--- config.mk ---
export PLATFORM = sky130hd
export DESIGN_NAME = spi_ctrl_regfile
export DESIGN_NICKNAME = d
export VERILOG_FILES = /design/src/rtl/spi_ctrl_regfile.sv
export SDC_FILE = /design/constraint.sdc
export NUM_CORES = 1
export LEC_CHECK = 0
export ABC_AREA = 1
export CORE_MARGIN = 2
export CORE_UTILIZATION = 45
export CTS_CLUSTER_SIZE = 20
export DETAILED_ROUTE_END_ITERATION = 7
export PLACE_DENSITY = 0.68
export SLEW_MARGIN = 20
export SYNTH_ARGS = -nofsm -noshare
export SYNTH_HDL_FRONTEND = slang
export SYNTH_SLANG_ARGS = --single-unit
--- constraint.sdc ---
create_clock -name clk -period 2.2 [get_ports clk]
set_input_delay 0.66 -clock clk [delete_from_list [all_inputs] [get_ports clk]]
set_output_delay 0.66 -clock clk [all_outputs]
set_load 0.005 [all_outputs]
--- src/rtl/spi_ctrl_regfile.sv ---
// SPI slave control-register bank: pins are oversampled in the clk domain and
// decoded into {rw, addr[6:0]} commands followed by DATA_W-bit burst words.
module spi_ctrl_regfile #(
    parameter int                N_REGS      = 8,
    parameter int                DATA_W      = 8,
    parameter int                SYNC_STAGES = 2,
    parameter logic [DATA_W-1:0] RESET_VAL   = '0
) (
    input  logic                       clk,
    input  logic                       reset,
    input  logic                       sclk,
    input  logic                       sdi,
    input  logic                       cs_n,
    output logic                       sdo,
    output logic [N_REGS*DATA_W-1:0]   regs,
    output logic [N_REGS-1:0]          wr_strobe,
    output logic                       frame_err,
    output logic                       busy
);

    localparam int                AW       = (N_REGS > 1) ? $clog2(N_REGS) : 1;
    localparam int                SH_W     = (DATA_W > 8) ? DATA_W : 8;
    localparam logic [7:0]        N_REGS_8 = 8'(N_REGS);
    localparam logic [5:0]        LAST_BIT = 6'(DATA_W - 1);
    localparam logic [N_REGS-1:0] ONE_HOT0 = N_REGS'(1);

    typedef enum logic [1:0] {IDLE, CMD, DATA} state_t;

    state_t                  state, state_n;
    logic [SYNC_STAGES-1:0]  sclk_sync, sdi_sync, cs_sync;
    logic                    sclk_q;
    logic                    sclk_s, sdi_s, cs_s, sclk_rise, sclk_fall;
    logic                    armed;
    logic [5:0]              cnt, cnt_n;
    logic [SH_W-2:0]         sh_in, sh_in_n;
    logic [SH_W-1:0]         sh_next;
    logic [6:0]              addr, addr_n, addr_wrap;
    logic [7:0]              addr_inc;
    logic                    rw, rw_n;
    logic [DATA_W-1:0]       sh_out, sh_out_n;
    logic                    sdo_n, err_n, wr_en;
    logic [AW-1:0]           wr_idx;
    logic [DATA_W-1:0]       wr_data;
    logic [DATA_W-1:0]       mem [N_REGS];

    function automatic logic in_range(input logic [6:0] a);
        return ({1'b0, a} < N_REGS_8);
    endfunction

    function automatic logic [DATA_W-1:0] rd_word(input logic [6:0] a);
        if (in_range(a))
            return mem[a[AW-1:0]];
        return '0;
    endfunction

    // Pin synchronisers; sclk edges come from the last two synced samples
    always_ff @(posedge clk) begin
        sclk_sync <= {sclk_sync[SYNC_STAGES-2:0], sclk};
        sdi_sync  <= {sdi_sync[SYNC_STAGES-2:0], sdi};
        cs_sync   <= {cs_sync[SYNC_STAGES-2:0], cs_n};
        sclk_q    <= sclk_sync[SYNC_STAGES-1];
    end

    assign sclk_s    = sclk_sync[SYNC_STAGES-1];
    assign sdi_s     = sdi_sync[SYNC_STAGES-1];
    assign cs_s      = cs_sync[SYNC_STAGES-1];
    assign sclk_rise = sclk_s & ~sclk_q;
    assign sclk_fall = ~sclk_s & sclk_q;
    assign sh_next   = {sh_in, sdi_s};
    assign addr_inc  = {1'b0, addr} + 8'd1;
    assign addr_wrap = 7'(addr_inc % N_REGS_8);

    always_comb begin
        state_n  = state;
        cnt_n    = cnt;
        sh_in_n  = sh_in;
        addr_n   = addr;
        rw_n     = rw;
        sh_out_n = sh_out;
        sdo_n    = sdo;
        err_n    = 1'b0;
        wr_en    = 1'b0;
        wr_idx   = '0;
        wr_data  = '0;
        case (state)
            IDLE: begin
                cnt_n = '0;
                sdo_n = 1'b0;
                if (armed && !cs_s)
                    state_n = CMD;
            end
            CMD: begin
                if (sclk_rise) begin
                    sh_in_n = sh_next[SH_W-2:0];
                    if (cnt == 6'd7) begin
                        cnt_n   = '0;
                        rw_n    = sh_next[7];
                        addr_n  = sh_next[6:0];
                        state_n = DATA;
                        if (!sh_next[7]) begin
                            sh_out_n = rd_word(sh_next[6:0]);
                            err_n    = !in_range(sh_next[6:0]);
                        end
                    end else begin
                        cnt_n = cnt + 6'd1;
                    end
                end
            end
            DATA: begin
                if (sclk_rise) begin
                    sh_in_n = sh_next[SH_W-2:0];
                    if (cnt == LAST_BIT) begin
                        cnt_n  = '0;
                        addr_n = addr_wrap;
                        if (rw) begin
                            if (in_range(addr)) begin
                                wr_en   = 1'b1;
                                wr_idx  = addr[AW-1:0];
                                wr_data = sh_next[DATA_W-1:0];
                            end else begin
                                err_n = 1'b1;
                            end
                        end else begin
                            sh_out_n = rd_word(addr_wrap);
                            err_n    = !in_range(addr_wrap);
                        end
                    end else begin
                        cnt_n = cnt + 6'd1;
                    end
                end else if (sclk_fall && !rw) begin
                    sdo_n    = sh_out[DATA_W-1];
                    sh_out_n = sh_out << 1;
                end
            end
            default: state_n = IDLE;
        endcase
        // A same-cycle sclk rise is already folded in, so a just-completed word commits cleanly
        if (state != IDLE && cs_s) begin
            state_n = IDLE;
            sdo_n   = 1'b0;
            if (cnt_n != '0)
                err_n = 1'b1;
        end
    end

    always_ff @(posedge clk) begin
        if (reset) begin
            state     <= IDLE;
            cnt       <= '0;
            sdo       <= 1'b0;
            wr_strobe <= '0;
            frame_err <= 1'b0;
            busy      <= 1'b0;
            armed     <= 1'b0;
            for (int k = 0; k < N_REGS; k++)
                mem[k] <= RESET_VAL;
        end else begin
            state     <= state_n;
            cnt       <= cnt_n;
            sdo       <= sdo_n;
            wr_strobe <= wr_en ? (ONE_HOT0 << wr_idx) : '0;
            frame_err <= err_n;
            busy      <= ~cs_s;
            armed     <= armed | cs_s;
            if (wr_en)
                mem[wr_idx] <= wr_data;
        end
    end

    always_ff @(posedge clk) begin
        sh_in  <= sh_in_n;
        addr   <= addr_n;
        rw     <= rw_n;
        sh_out <= sh_out_n;
    end

    for (genvar k = 0; k < N_REGS; k++) begin : g_regs
        assign regs[k*DATA_W +: DATA_W] = mem[k];
    end

endmodule

==> impl_metrics.env <==
export IMPL_outcome="finished clean"
export IMPL_synth_yosys_seq_area_share_pct=56.4
export IMPL_synth_simple_gate_area_share_pct=21.8
export IMPL_fillCellCount=988
export IMPL_critical_path_arrival_ps=1450
export IMPL_n_antenna_cell=0
export IMPL_pin_count_of_the_biggest_net_entering_global_routing=36
export IMPL_finalHoldViolations=0
export IMPL_holdCritStartpoint="cs_sync[0]$_DFF_P_"
export IMPL_cp_max_fo=2
export IMPL_gp_congestion=0.988
export IMPL_drt_initial_drc_count=610
export IMPL_clock_tree_root_cell="clkbuf_16"
export IMPL_pwr_density_cell_mw_per_mm2=883
export IMPL_critical_path_required_ps=1540
export IMPL_min_path_cells=0
export IMPL_power_report_internal_total_mw=4.81
export IMPL_maxCapViolations=0
export IMPL_route_detailed_wl_per_inst_microns=19.9
export IMPL_hold_class="reg -> reg"
export IMPL_post_route_cells_drive_above_1_share_pct=14.6
export IMPL_global_route_wire_length_before_repair_microns=27000
export IMPL_port_buffer_count=79
export IMPL_power_clock_fraction_pct=42.2
export IMPL_io_pins=80
export IMPL_gr_usage_all_layers_pct=28.5
export IMPL_worst_pin_slew_ps=574
export IMPL_grt_antenna_before_repair=0
export IMPL_worst_rel_slew_slack_pct=61.7
export IMPL_synth_area_leader_cell="edfxtp_1"
export IMPL_clk_transition_reported_paths_ps=60
export IMPL_core_sq_mm=0.0121
export IMPL_synth_top_cell_area_share_pct=46.7
export IMPL_syn_mean_instance_area_sq_um=9.03
export IMPL_finalCritPeriodShare_pct=95.9
export IMPL_dr_pass1_iters=5
export IMPL_switching_power_mw=1.80
export IMPL_num_rows=40
export IMPL_postSynthNetCount=631
export IMPL_clockBufferDepth=2
export IMPL_antenna_violating_nets_post_route=0
export IMPL_hold_ws_ps=325
export IMPL_asyncSetResetFlopFracSynth_pct=0
export IMPL_crit_slowest_cell="clkdlybuf4s50_1"
export IMPL_ir_drop_mv=0.800
export IMPL_synth_xor_area_share_pct=0.291
export IMPL_p_comb_share_pct=17.3
export IMPL_drt_vias_per_instance=5.40
export IMPL_drc=0
export IMPL_synth_adder_area_share_pct=1.57
export IMPL_grt_remaining_overflow=0
export IMPL_critPathTopFamily="buffers and inverters"
export IMPL_max_clock_freq_mhz=474
export IMPL_seq_power_share_pct=40.5
export IMPL_dpl_worst_slack_ps=-123
export IMPL_die_width_microns=115
export IMPL_critical_path_reg2reg_endpoint="mem[7][5]$_SDFFCE_PN0P_"
export IMPL_clock_insertion_delay_at_the_later_pin_of_the_skew_report_ps=430
export IMPL_drt_wl_total_microns=18200
export IMPL_floorplan_initialDensity_pct=46.4
export IMPL_finClkSkew_ps=11.2
export IMPL_grt_pass1_vias=4739
export IMPL_critical_path_cell_by_cell="clkdlybuf4s50_1"
export IMPL_terminating_pin_of_the_worst_hold_path="cs_sync[1]$_DFF_P_"
export IMPL_cts_tree="done"
export IMPL_timing_setup_critical_path_class="reg -> out"
export IMPL_synth_edf_count=87
export IMPL_r2r_start="state[0]$_SDFFE_PP0P_"
export IMPL_worstPathBufferInverterCount=1
export IMPL_layout_area_overhead_vs_synth_pct=33.9
export IMPL_synth_ff_latch_count=114
export IMPL_synthMostInstantiatedCell="nor2_1"
export IMPL_synth_compound_area_share_pct=13.0
export IMPL_syn_cell_area_sq_mm=0.00559
export IMPL_reg2reg_setup_slack_ps=130
export IMPL_synth_cells_most_frequent="nor2_1 (108), edfxtp_1 (87), nand2_1 (73)"
export IMPL_power_switching_fraction_pct=27.3
export IMPL_utilization_pct=62.1
export IMPL_detailed_place_hpwl_microns=13400
export IMPL_fp_dieArea_sq_mm=0.0133
export IMPL_cts_made_buffers=17
export IMPL_post_route_worst_setup_slack_ps=91.1
export IMPL_dr_total_vias=4932
export IMPL_synth_yosys_warnings=0
export IMPL_combinational_family_with_the_most_area_after_synthesis="simple AND/OR/NAND/NOR gates"
export IMPL_setup_crit_start_kind="flip-flop"
export IMPL_final_max_slew_viols=0
export IMPL_synthFlopType="edfxtp_1"
export IMPL_finish_net_count=744
export IMPL_reg2regPathDepth=10
export IMPL_setup_worst_path_end_class="output port"
export IMPL_floorplan_die_height_microns=115
export IMPL_cpPeakStageDelay_ps=570
export IMPL_min_period_ps=2110
export IMPL_final_setup_viol_count=0
export IMPL_cts_sinks=114
export IMPL_ys_types=29
export IMPL_synthMuxAreaShare_pct=0
export IMPL_synthesis_instances=619
export IMPL_cellLeakagePower_nw=3.02
export IMPL_htree_levels=4
export IMPL_synth_top_cells_by_area="edfxtp_1 (47%), dfxtp_1 (9.7%), nor2_1 (7.2%)"
## layout by cell type (no fill, tap or decap), types with 2 or more instances in the layout
cell             count
buf_4               37
nand3_1             59
edfxtp_1            87
clkdlybuf4s50_1     79
clkbuf_16           17
ha_2                 2
dfxtp_1             27
o21ai_0             63
bufinv_16            3
ha_1                 5
clkinvlp_4           4
nand2_4             10
inv_2                7
clkinv_1             3
nand2_1             67
a21oi_1             50
or2_2                2
nor2_1             105
buf_12               4
nor2_2               3
nand2_2              6
inv_1               66
nand3_2              2
clkinv_4             2
nor2_8               3
o211ai_1            15
a211oi_1             2
nor3_1               2
## cell type report
cell class | instances | area [sq um] | area share [%]
clock inverter | 14 | 163 | 2.17
sequential | 114 | 3150 | 42.1
inverter | 74 | 280 | 3.74
tap | 168 | 210 | 2.81
clock buffer | 18 | 439 | 5.87
multi-input combinational | 405 | 2090 | 27.9
timing repair buffer | 120 | 1150 | 15.3
## power by group through the flow
| stage | registers (mW) | clock network (mW) | logic [mW] |
|---|---|---|---|
| after floorplan | 2.68 | 0 | 0.674 |
| after global placement | 2.71 | 0 | 1.09 |
| after detailed placement | 2.72 | 0 | 1.13 |
| after CTS | 2.68 | 2.81 | 1.13 |
| after global routing | 2.70 | 2.92 | 1.28 |
| final | 2.68 | 2.79 | 1.14 |
## flip-flops by register name, summed over array words and instances (netlist names)
signal / cells
addr: 7
armed: 1
busy: 1
cnt: 6
cs_sync: 2
frame_err: 1
mem: 64
rw: 1
sclk_q: 1
sclk_sync: 2
sdi_sync: 2
sdo: 1
sh_in: 7
sh_out: 8
state: 2
wr_strobe: 8
## logic make-up after synthesis
| logic type | count (synthesis) |
|---|---|
| AO/OA/AOI/OAI | 134 |
| XOR/XNOR | 1 |
| adder cells (fa/ha/maj) | 7 |
| buffers and inverters | 100 |
| flip-flops | 114 |
| AND/OR/NAND/NOR | 263 |
## per-layer routing
layer / GRT usage, % / share of wire (%) / up-vias
met2: 43.7 / 47 / 236
met5: 0 / 0 / -
met1: 38.6 / 42 / 2338
li1: - / - / 2325
met4: 12.0 / 2.8 / 0
met3: 7.22 / 8.0 / 33
## worst max path at each step
stage / slack [ps] / start / cells past startpoint / end
3_3_place_gp: -50 / reset / 6 / mem[0][0]$_SDFFCE_PN0P_
4_1_cts: 20 / cnt[1]$_SDFF_PP0_ / 10 / mem[6][3]$_SDFFCE_PN0P_
2_1_floorplan: 110 / state[0]$_SDFFE_PP0P_ / 11 / mem[3][0]$_SDFFCE_PN0P_
3_5_place_dp: -120 / reset / 6 / mem[0][3]$_SDFFCE_PN0P_
6_report: 90 / mem[7][0]$_SDFFCE_PN0P_ / 1 / regs[56]
5_1_grt: -7 / state[0]$_SDFFE_PP0P_ / 13 / mem[0][3]$_SDFFCE_PN0P_
## timing repair
action / 4_1_cts / 5_1_grt
resized for setup: 3 / 11
setup endpoints to repair: 20 / 93
hold buffers: 0 / 0
buffers inserted: 0 / 1
hold endpoints to repair: 0 / 0
pin swaps: 0 / 1
## metrics by stage
stage	area (sq um)	total power [mW]	cells	setup TNS [ps]
detailed placement	6820	3.85	880	-4320
finish	7480	6.61	913	0
global route	7480	6.89	913	-9.43
global placement	6820	3.80	880	-1780
floorplan	5590	3.35	619	0
CTS	7430	6.62	912	0
Note: power is estimated with default switching activity, not from simulation.
